<file path="config.mk">
export PLATFORM = sky130hd
export DESIGN_NAME = arm_controller
export DESIGN_NICKNAME = d
export VERILOG_FILES = /design/src/rtl/arm_controller.sv
export SDC_FILE = /design/constraint.sdc
export NUM_CORES = 1
export LEC_CHECK = 0
export ABC_AREA = 1
export BUFFER_PORTS_ARGS = -buffer_cell sky130_fd_sc_hd__buf_2
export CAP_MARGIN = 20
export CORE_ASPECT_RATIO = 1.2
export CORE_MARGIN = 4
export CORE_UTILIZATION = 36
export CTS_BUF_LIST = sky130_fd_sc_hd__clkbuf_16
export DETAILED_ROUTE_END_ITERATION = 7
export PLACE_DENSITY_LB_ADDON = 0.08
export SLEW_MARGIN = 40
export SYNTH_ARGS = -nofsm -noshare
export SYNTH_HDL_FRONTEND = slang
export SYNTH_SLANG_ARGS = --single-unit
</file>
<file path="constraint.sdc">
create_clock -name clk -period 1.5 [get_ports clk]
set_input_delay 0.15 -clock clk [delete_from_list [all_inputs] [get_ports clk]]
set_output_delay 0.15 -clock clk [all_outputs]
set_load 0.02 [all_outputs]
</file>
<file path="src/rtl/arm_controller.sv">
// Control unit for the single-cycle ARM-subset core.
// Decodes the instruction combinationally and holds the NZCV flags.
module arm_controller (
  input  logic        clk,
  input  logic        reset,
  input  logic [31:0] instr,
  input  logic [3:0]  ALUFlags,
  output logic [1:0]  regSrc,
  output logic        regWrite,
  output logic [1:0]  immSrc,
  output logic        ALUSrc,
  output logic [3:0]  ALUControl,
  output logic        memToReg,
  output logic        memWrite,
  output logic        PCSrc,
  output logic [3:0]  flags
);

  localparam logic [1:0] OP_DP  = 2'b00;
  localparam logic [1:0] OP_MEM = 2'b01;
  localparam logic [1:0] OP_BR  = 2'b10;

  localparam logic [3:0] CMD_ADD = 4'b0100;
  localparam logic [3:0] CMD_SUB = 4'b0010;

  logic [3:0] cond;
  logic [1:0] op;
  logic [5:0] funct;
  logic [3:0] rd;
  logic [3:0] cmd;

  logic       reg_write_raw;
  logic       mem_write_raw;
  logic       pc_src_raw;
  logic       flag_w;
  logic       is_arith;
  logic       cond_ex;
  logic       flag_n, flag_z, flag_c, flag_v;
  logic       unused_instr_bits;

  assign cond  = instr[31:28];
  assign op    = instr[27:26];
  assign funct = instr[25:20];
  assign rd    = instr[15:12];
  assign cmd   = instr[24:21];

  // Register-field and offset bits are consumed by the datapath, not here.
  assign unused_instr_bits = ^{instr[19:16], instr[11:0]};

  assign {flag_n, flag_z, flag_c, flag_v} = flags;

  // Main decode: selects, ALU op and ungated enables.
  always_comb begin
    regSrc        = 2'b00;
    immSrc        = 2'b00;
    ALUSrc        = 1'b0;
    ALUControl    = 4'b0000;
    memToReg      = 1'b0;
    reg_write_raw = 1'b0;
    mem_write_raw = 1'b0;
    pc_src_raw    = 1'b0;
    flag_w        = 1'b0;
    case (op)
      OP_DP: begin
        ALUSrc        = funct[5];
        ALUControl    = cmd;
        flag_w        = funct[0];
        reg_write_raw = !(cmd[3:2] == 2'b10);
      end
      OP_MEM: begin
        ALUSrc     = 1'b1;
        immSrc     = 2'b01;
        ALUControl = instr[23] ? CMD_ADD : CMD_SUB;
        if (funct[0]) begin
          reg_write_raw = 1'b1;
          memToReg      = 1'b1;
        end else begin
          mem_write_raw = 1'b1;
          regSrc[1]     = 1'b1;
        end
      end
      OP_BR: begin
        regSrc[0]  = 1'b1;
        ALUSrc     = 1'b1;
        immSrc     = 2'b10;
        ALUControl = CMD_ADD;
        pc_src_raw = 1'b1;
      end
      default: ;
    endcase
    // Writing R15 redirects the PC.
    if (reg_write_raw && (rd == 4'd15))
      pc_src_raw = 1'b1;
  end

  // Condition evaluation against the registered flags.
  always_comb begin
    cond_ex = 1'b0;
    case (cond)
      4'b0000: cond_ex = flag_z;
      4'b0001: cond_ex = !flag_z;
      4'b0010: cond_ex = flag_c;
      4'b0011: cond_ex = !flag_c;
      4'b0100: cond_ex = flag_n;
      4'b0101: cond_ex = !flag_n;
      4'b0110: cond_ex = flag_v;
      4'b0111: cond_ex = !flag_v;
      4'b1000: cond_ex = flag_c && !flag_z;
      4'b1001: cond_ex = !flag_c || flag_z;
      4'b1010: cond_ex = (flag_n == flag_v);
      4'b1011: cond_ex = (flag_n != flag_v);
      4'b1100: cond_ex = !flag_z && (flag_n == flag_v);
      4'b1101: cond_ex = flag_z || (flag_n != flag_v);
      4'b1110: cond_ex = 1'b1;
      default: cond_ex = 1'b0;
    endcase
  end

  // C and V only follow the ALU for arithmetic commands.
  always_comb begin
    is_arith = 1'b0;
    case (cmd)
      4'b0010, 4'b0011, 4'b0100, 4'b0101,
      4'b0110, 4'b0111, 4'b1010, 4'b1011: is_arith = 1'b1;
      default: is_arith = 1'b0;
    endcase
  end

  // Enables are suppressed while reset is held low.
  assign regWrite = reg_write_raw && cond_ex && reset;
  assign memWrite = mem_write_raw && cond_ex && reset;
  assign PCSrc    = pc_src_raw && cond_ex && reset;

  always_ff @(posedge clk or negedge reset) begin
    if (!reset) begin
      flags <= 4'b0000;
    end else if (flag_w && cond_ex) begin
      flags[3:2] <= ALUFlags[3:2];
      if (is_arith)
        flags[1:0] <= ALUFlags[1:0];
    end
  end

endmodule

</file>
## After elaboration in Yosys (flattened, before gate mapping)

Memories as Yosys holds them, arrays and structs flattened.
Cells that the tools add are included.

- ROM bits: 16
- Output and inout port bits: 17
- Register bits: 4
- Logic and storage cells: 57
- Bits of input ports: 38
- Memories: 1

- Mux-type cells: 13
- Equal/unequal tests: 20
- Reductions and logical operators: 21

Memory list:

| memory | depth | bits a word | read ports | clocked after memory_dff | write ports | line | text |
|---|---|---|---|---|---|---|---|
| (no name shown) | 16 | 1 | 1 | 0 | 0 | 122 | `case (cmd)` |

Operators with widths:

| kind | number |
|---|---|
| 4-bit equality test (second input constant) | 8 |
| 4-bit by 3-bit equality test with 1-bit output (second input constant) | 4 |
| 1-bit one-hot mux with 15 select lines | 1 |
| 4-bit one-hot mux with 3 select lines | 1 |
| 1-bit logical AND | 10 |
| 4-bit by 2-bit equality test with 1-bit output (second input constant) | 2 |
| 1-bit two-way mux | 7 |
| 1-bit logical NOT | 5 |
| 2-bit equality test (second input constant) | 2 |
| 4-bit by 1-bit equality test with 1-bit output (second input constant) | 1 |
| 4-bit logical NOT | 1 |
| 1-bit one-hot mux with 2 select lines | 2 |
| 2-bit one-hot mux with 2 select lines | 1 |
| 3-bit two-way mux | 1 |
| 2-bit by 1-bit equality test with 1-bit output (second input constant) | 1 |
| 2-bit logical NOT | 1 |
| 1-bit logical OR | 2 |
| 2-bit AND reduction | 1 |
| 2-bit OR reduction | 1 |
| 1-bit equality test | 1 |
| 1-bit != test | 1 |

## Depth between registers and ports, before layout

- Depth after elaboration: 7
- Gate-level depth with buffers: 12
- Depth with buffers taken out: 12

## Worst setup path after synthesis

No wires, ideal clock.

- Path kind: register -> output
- Start: reg flags[3]
- End: out PCSrc
- Path buffers: 0
- Setup slack: -0.046 ns
- Cell stages (with the launch flop): 12
- Required time: 1.350 ns
- Arrival time: 1.396 ns
- Cells stage by stage: dfrtp_1 -> inv_1 -> nand2_1 -> nand2_1 -> nand2_1 -> nand2_1 -> nand2_1 -> nand2_1 -> nor2_2 -> nand2_4 -> nand2_2 -> nor2_1

- Cells in the longest elaborated chain, start to end: 5
- Elaborated cells on any way between the ends: 8
- Classes of those cells: eq/ne (2); mux (1); reduce/logical (5)

RTL lines:

| element | line | text |
|---|---|---|
| start, declared | 16 | `output logic [3:0] flags` |
| start signal, assigned | 138 | `flags[3:2] <= ALUFlags[3:2];` |
| 1-bit != test or 1-bit equality test (tied branches) | n/a |  |
| 1-bit logical OR or 1-bit logical AND (tied branches) | 113, 112 |  |
| 1-bit one-hot mux with 15 select lines * | 99 | `case (cond)` |
| 1-bit logical AND * (2 in series) | 132 | `assign PCSrc = pc_src_raw && cond_ex && reset;` |
| end, declared | 15 | `output logic PCSrc,` |

Every way passes the cells marked *; elsewhere a longest branch is shown, timed or not.

## Worst setup path in the final report

- Start: reg flags[0]
- End: out regWrite

- Cells in the longest elaborated chain, start to end: 5
- Elaborated cells on any way between the ends: 8
- Classes of those cells: eq/ne (2); mux (1); reduce/logical (5)

RTL lines:

| element | line | text |
|---|---|---|
| start signal, assigned | 140 | `flags[1:0] <= ALUFlags[1:0];` |
| 1-bit != test or 1-bit equality test (tied branches) | n/a |  |
| 1-bit logical OR or 1-bit logical AND (tied branches) | 113, 112 |  |
| 1-bit one-hot mux with 15 select lines * | 99 |  |
| 1-bit logical AND * (2 in series) | 130 | `assign regWrite = reg_write_raw && cond_ex && reset;` |
| end, declared | 9 | `output logic regWrite,` |

Marks and branches as above.

==> impl_metrics.py <==
metrics = {
    "synthesis": {
        "syn-num-nets": 148,
        "async_flop_share_pct": 100,
        "synth-edff-count": 0,
        "ys_types": 18,
        "synth_area_sq_um": 596,
        "synth_cells": 105,
        "yosysSeqAreaShare_pct": 16.8,
        "synth_ff_type": "dfrtp_1",
        "avgSynthCellArea_sq_um": 5.67,
        "synth_warnings": 0,
        "synth_seq_cells": 4,
    },
    "power": {
        "p_leak_nw": 0.578,
        "irDropWorstVdd_mv": 0.908,
        "intPower_mw": 0.721,
        "pwr-share-comb_pct": 47.5,
        "pwr-share-clk_pct": 34.9,
        "power-per-cell-area_mw_per_mm2": 1270,
        "sw_frac_of_total_pct": 39.4,
        "power_frac_seq_pct": 17.6,
        "power.switching_mw": 0.470,
    },
    "place": {
        "place_hpwl_mm": 1.35,
        "gp_congestion": 0.849,
        "place_ws_ns": 0.0166,
        "numPortBuffers": 38,
    },
    "timing": {
        "relSlewSlack_pct": 73.0,
        "period_share_pct": 112,
        "worst_slew_pin_slew_ns": 0.401,
        "finalHoldViolCount": 0,
        "min_period_ns": 1.68,
        "setup_viol_count_final": 3,
        "slew_viol_final": 0,
        "hold_ws_ns": 0.160,
        "worst_slack_ns": -0.180,
        "fin_skew_ns": 0.00511,
        "rsz0062_at_grt": "yes",
        "fmax_mhz": 595,
    },
    "drt": {
        "drt_iter0_drc": 12,
        "via_per_inst": 4.75,
        "wl_mm": 1.75,
        "wl_per_cell_um": 10.5,
        "route.vias.total": 789,
        "firstDrtPassIters": 4,
        "drc_errors": 0,
        "ant_nets": 0,
    },
    "clock_tree": {
        "cts_max_level": 1,
        "root_buffer": "clkbuf_16",
        "clk-insertion-delay-late_ns": 0.22,
        "tritoncts": "built",
        "clk_pin_slew_worst_paths_ns": 0.03,
        "clock_path_buffers": 2,
        "cts_sinks": 4,
        "cts_buffers": 3,
    },
    "run": {
        "cap_viol_max_count": 0,
    },
    "setup_path": {
        "critPathTopFamily": "simple AND/OR/NAND/NOR gates",
        "crit_end": "regWrite",
        "crit_chain": "inv_2, nand2_2, nand2_2, nand2_2, nand3_1, nand2_1, nor2_2, nand2_4, nand2_4, nor2_1, buf_4",
        "crit_path_frequent_cell": "nand2_2",
        "cp-end-kind": "output pin",
        "r2r_slack_ns": 0.04,
        "critPathArrivalTime_ns": 1.53,
        "cp.depth": 11,
        "worstPathMaxFanout": 4,
        "path_buf_inv": 2,
        "reg2reg_to": "flags[1]$_DFFE_PN0P_",
        "r2r_cells": 13,
        "critPathKind": "reg2out",
        "cp-startpoint": "flags[0]$_DFFE_PN0P_",
        "r2r-start": "flags[0]$_DFFE_PN0P_",
        "crit_slowest_cell": "dfrtp_1",
        "critPathLaunchType": "flop",
        "cp.required_ns": 1.35,
        "cpPeakStageDelay_ns": 0.41,
    },
    "global_routing": {
        "antenna_found_initial": 0,
        "first_global_vias": 746,
        "grt_overflow": 0,
        "grt_usage_pct": 15.8,
        "grt_first_pass_wirelength_mm": 2.93,
        "grt_max_degree": 8,
    },
    "floorplan": {
        "ios": 55,
        "start_util_pct": 39.7,
        "die_x_um": 45.1,
        "row_count": 15,
        "die_area_sq_mm": 0.00237,
        "core_area_sq_mm": 0.00150,
        "fp.dieH_um": 52.6,
    },
    "status": {
        "status": "complete, but fails checks",
        "violations": "negative setup slack",
    },
    "layout": {
        "reg.largest.list": "flags (4)",
        "final_util_pct": 62.5,
        "drive_gt1_share_pct": 41.6,
        "final_common_cell": "buf_2",
        "regMostFlops": "flags",
        "largest_reg_flops": 4,
        "layout_common_cells": "36 x buf_2, 32 x nand2_1, 12 x inv_1",
        "diodes": 0,
        "final_nets": 194,
        "areaGrowthSynthToFinish_pct": 57.6,
    },
    "min_path": {
        "min_path_type": "in2reg",
    },
}
[cell families after synthesis]
logic type	count (synthesis)	synth area share (%)
DFF	4	16.8
and+or+nand+nor	70	53.4
buffers and inverters	18	12.6
AOI/OAI and AO/OA	8	6.72
adders and majority gates	5	10.5
[worst min-delay path by stage]
stage | depth (start not counted) | to | startpoint | slack (ns)
global route | 3 | flags[3]$_DFFE_PN0P_ | ALUFlags[3] | 0.17
finish | 3 | flags[3]$_DFFE_PN0P_ | ALUFlags[3] | 0.16
floorplan | 0 | flags[0]$_DFFE_PN0P_ | reset | -0.15
CTS | 3 | flags[3]$_DFFE_PN0P_ | ALUFlags[3] | 0.16
detailed placement | 1 | flags[3]$_DFFE_PN0P_ | reset | -0.03
global placement | 1 | flags[0]$_DFFE_PN0P_ | reset | -0.03
[cell type report]
class / count / area, sq um
multi-input cells: 83 / 447
clock buffers: 3 / 75.1
fillers: 147 / 563
repair buffers: 43 / 235
well taps: 17 / 21.3
flip-flops and latches: 4 / 100
inverters: 16 / 60.1
[stage by stage]
stage / cells / instance area, sq um / total power, mW / setup TNS [ns]
global route: 166 / 938 / 1.28 / -1.13
floorplan: 105 / 596 / 0.501 / -0.134
global placement: 159 / 800 / 0.655 / 0
detailed placement: 159 / 800 / 0.659 / 0
finish: 166 / 938 / 1.19 / -0.518
CTS: 166 / 921 / 1.14 / -0.575
[repair_timing]
item,CTS,global route
setup buffers,3,1
hold buffers,1,0
endpoints found under the setup margin,3,7
endpoints found under the hold margin,4,0
gates resized for setup,4,9
pin swaps,2,2
[worst reg2reg max path, cell delays in order, from the launching register on]
cell and delay [ns]:
dfrtp_1 0.41, inv_2 0.08, nand2_2 0.07, nand2_2 0.09, nand2_2 0.07, nand2_2 0.05, nand2_1 0.04, nand2_1 0.07
nor2_2 0.05, nand2_4 0.06, buf_4 0.15, nand3_2 0.08, nand2_1 0.08, nand2_1 0.05
[layer usage]
metal  up-vias  share of wire, %  track usage (%)
li1        416                 -                -
met1       343                38             18.8
met2        28                54             28.8
met3         2               7.2             2.06
met4         0              0.92             4.39
met5         -                 0                0
[Yosys cell counts (2+ instances only)]
cell type | n | area, sq um
nand3b_1 | 2 | 15.0
inv_1 | 14 | 52.6
nand3_1 | 11 | 55.1
dfrtp_1 | 4 | 100
nor2_1 | 11 | 41.3
inv_2 | 2 | 7.51
o21ai_0 | 2 | 10.0
nand2_2 | 2 | 12.5
ha_1 | 5 | 62.6
nand2_1 | 37 | 139
buf_4 | 2 | 15.0
a21oi_1 | 6 | 30.0
nand4_1 | 2 | 12.5
[power by group through the flow]
stage | combinational (mW) | sequential (mW) | clock [mW]
floorplan | 0.243 | 0.257 | 0
global placement | 0.444 | 0.211 | 0
detailed placement | 0.448 | 0.211 | 0
CTS | 0.521 | 0.202 | 0.420
global route | 0.633 | 0.220 | 0.428
finish | 0.566 | 0.209 | 0.416
No activity file was read; power rests on OpenSTA's default activity.
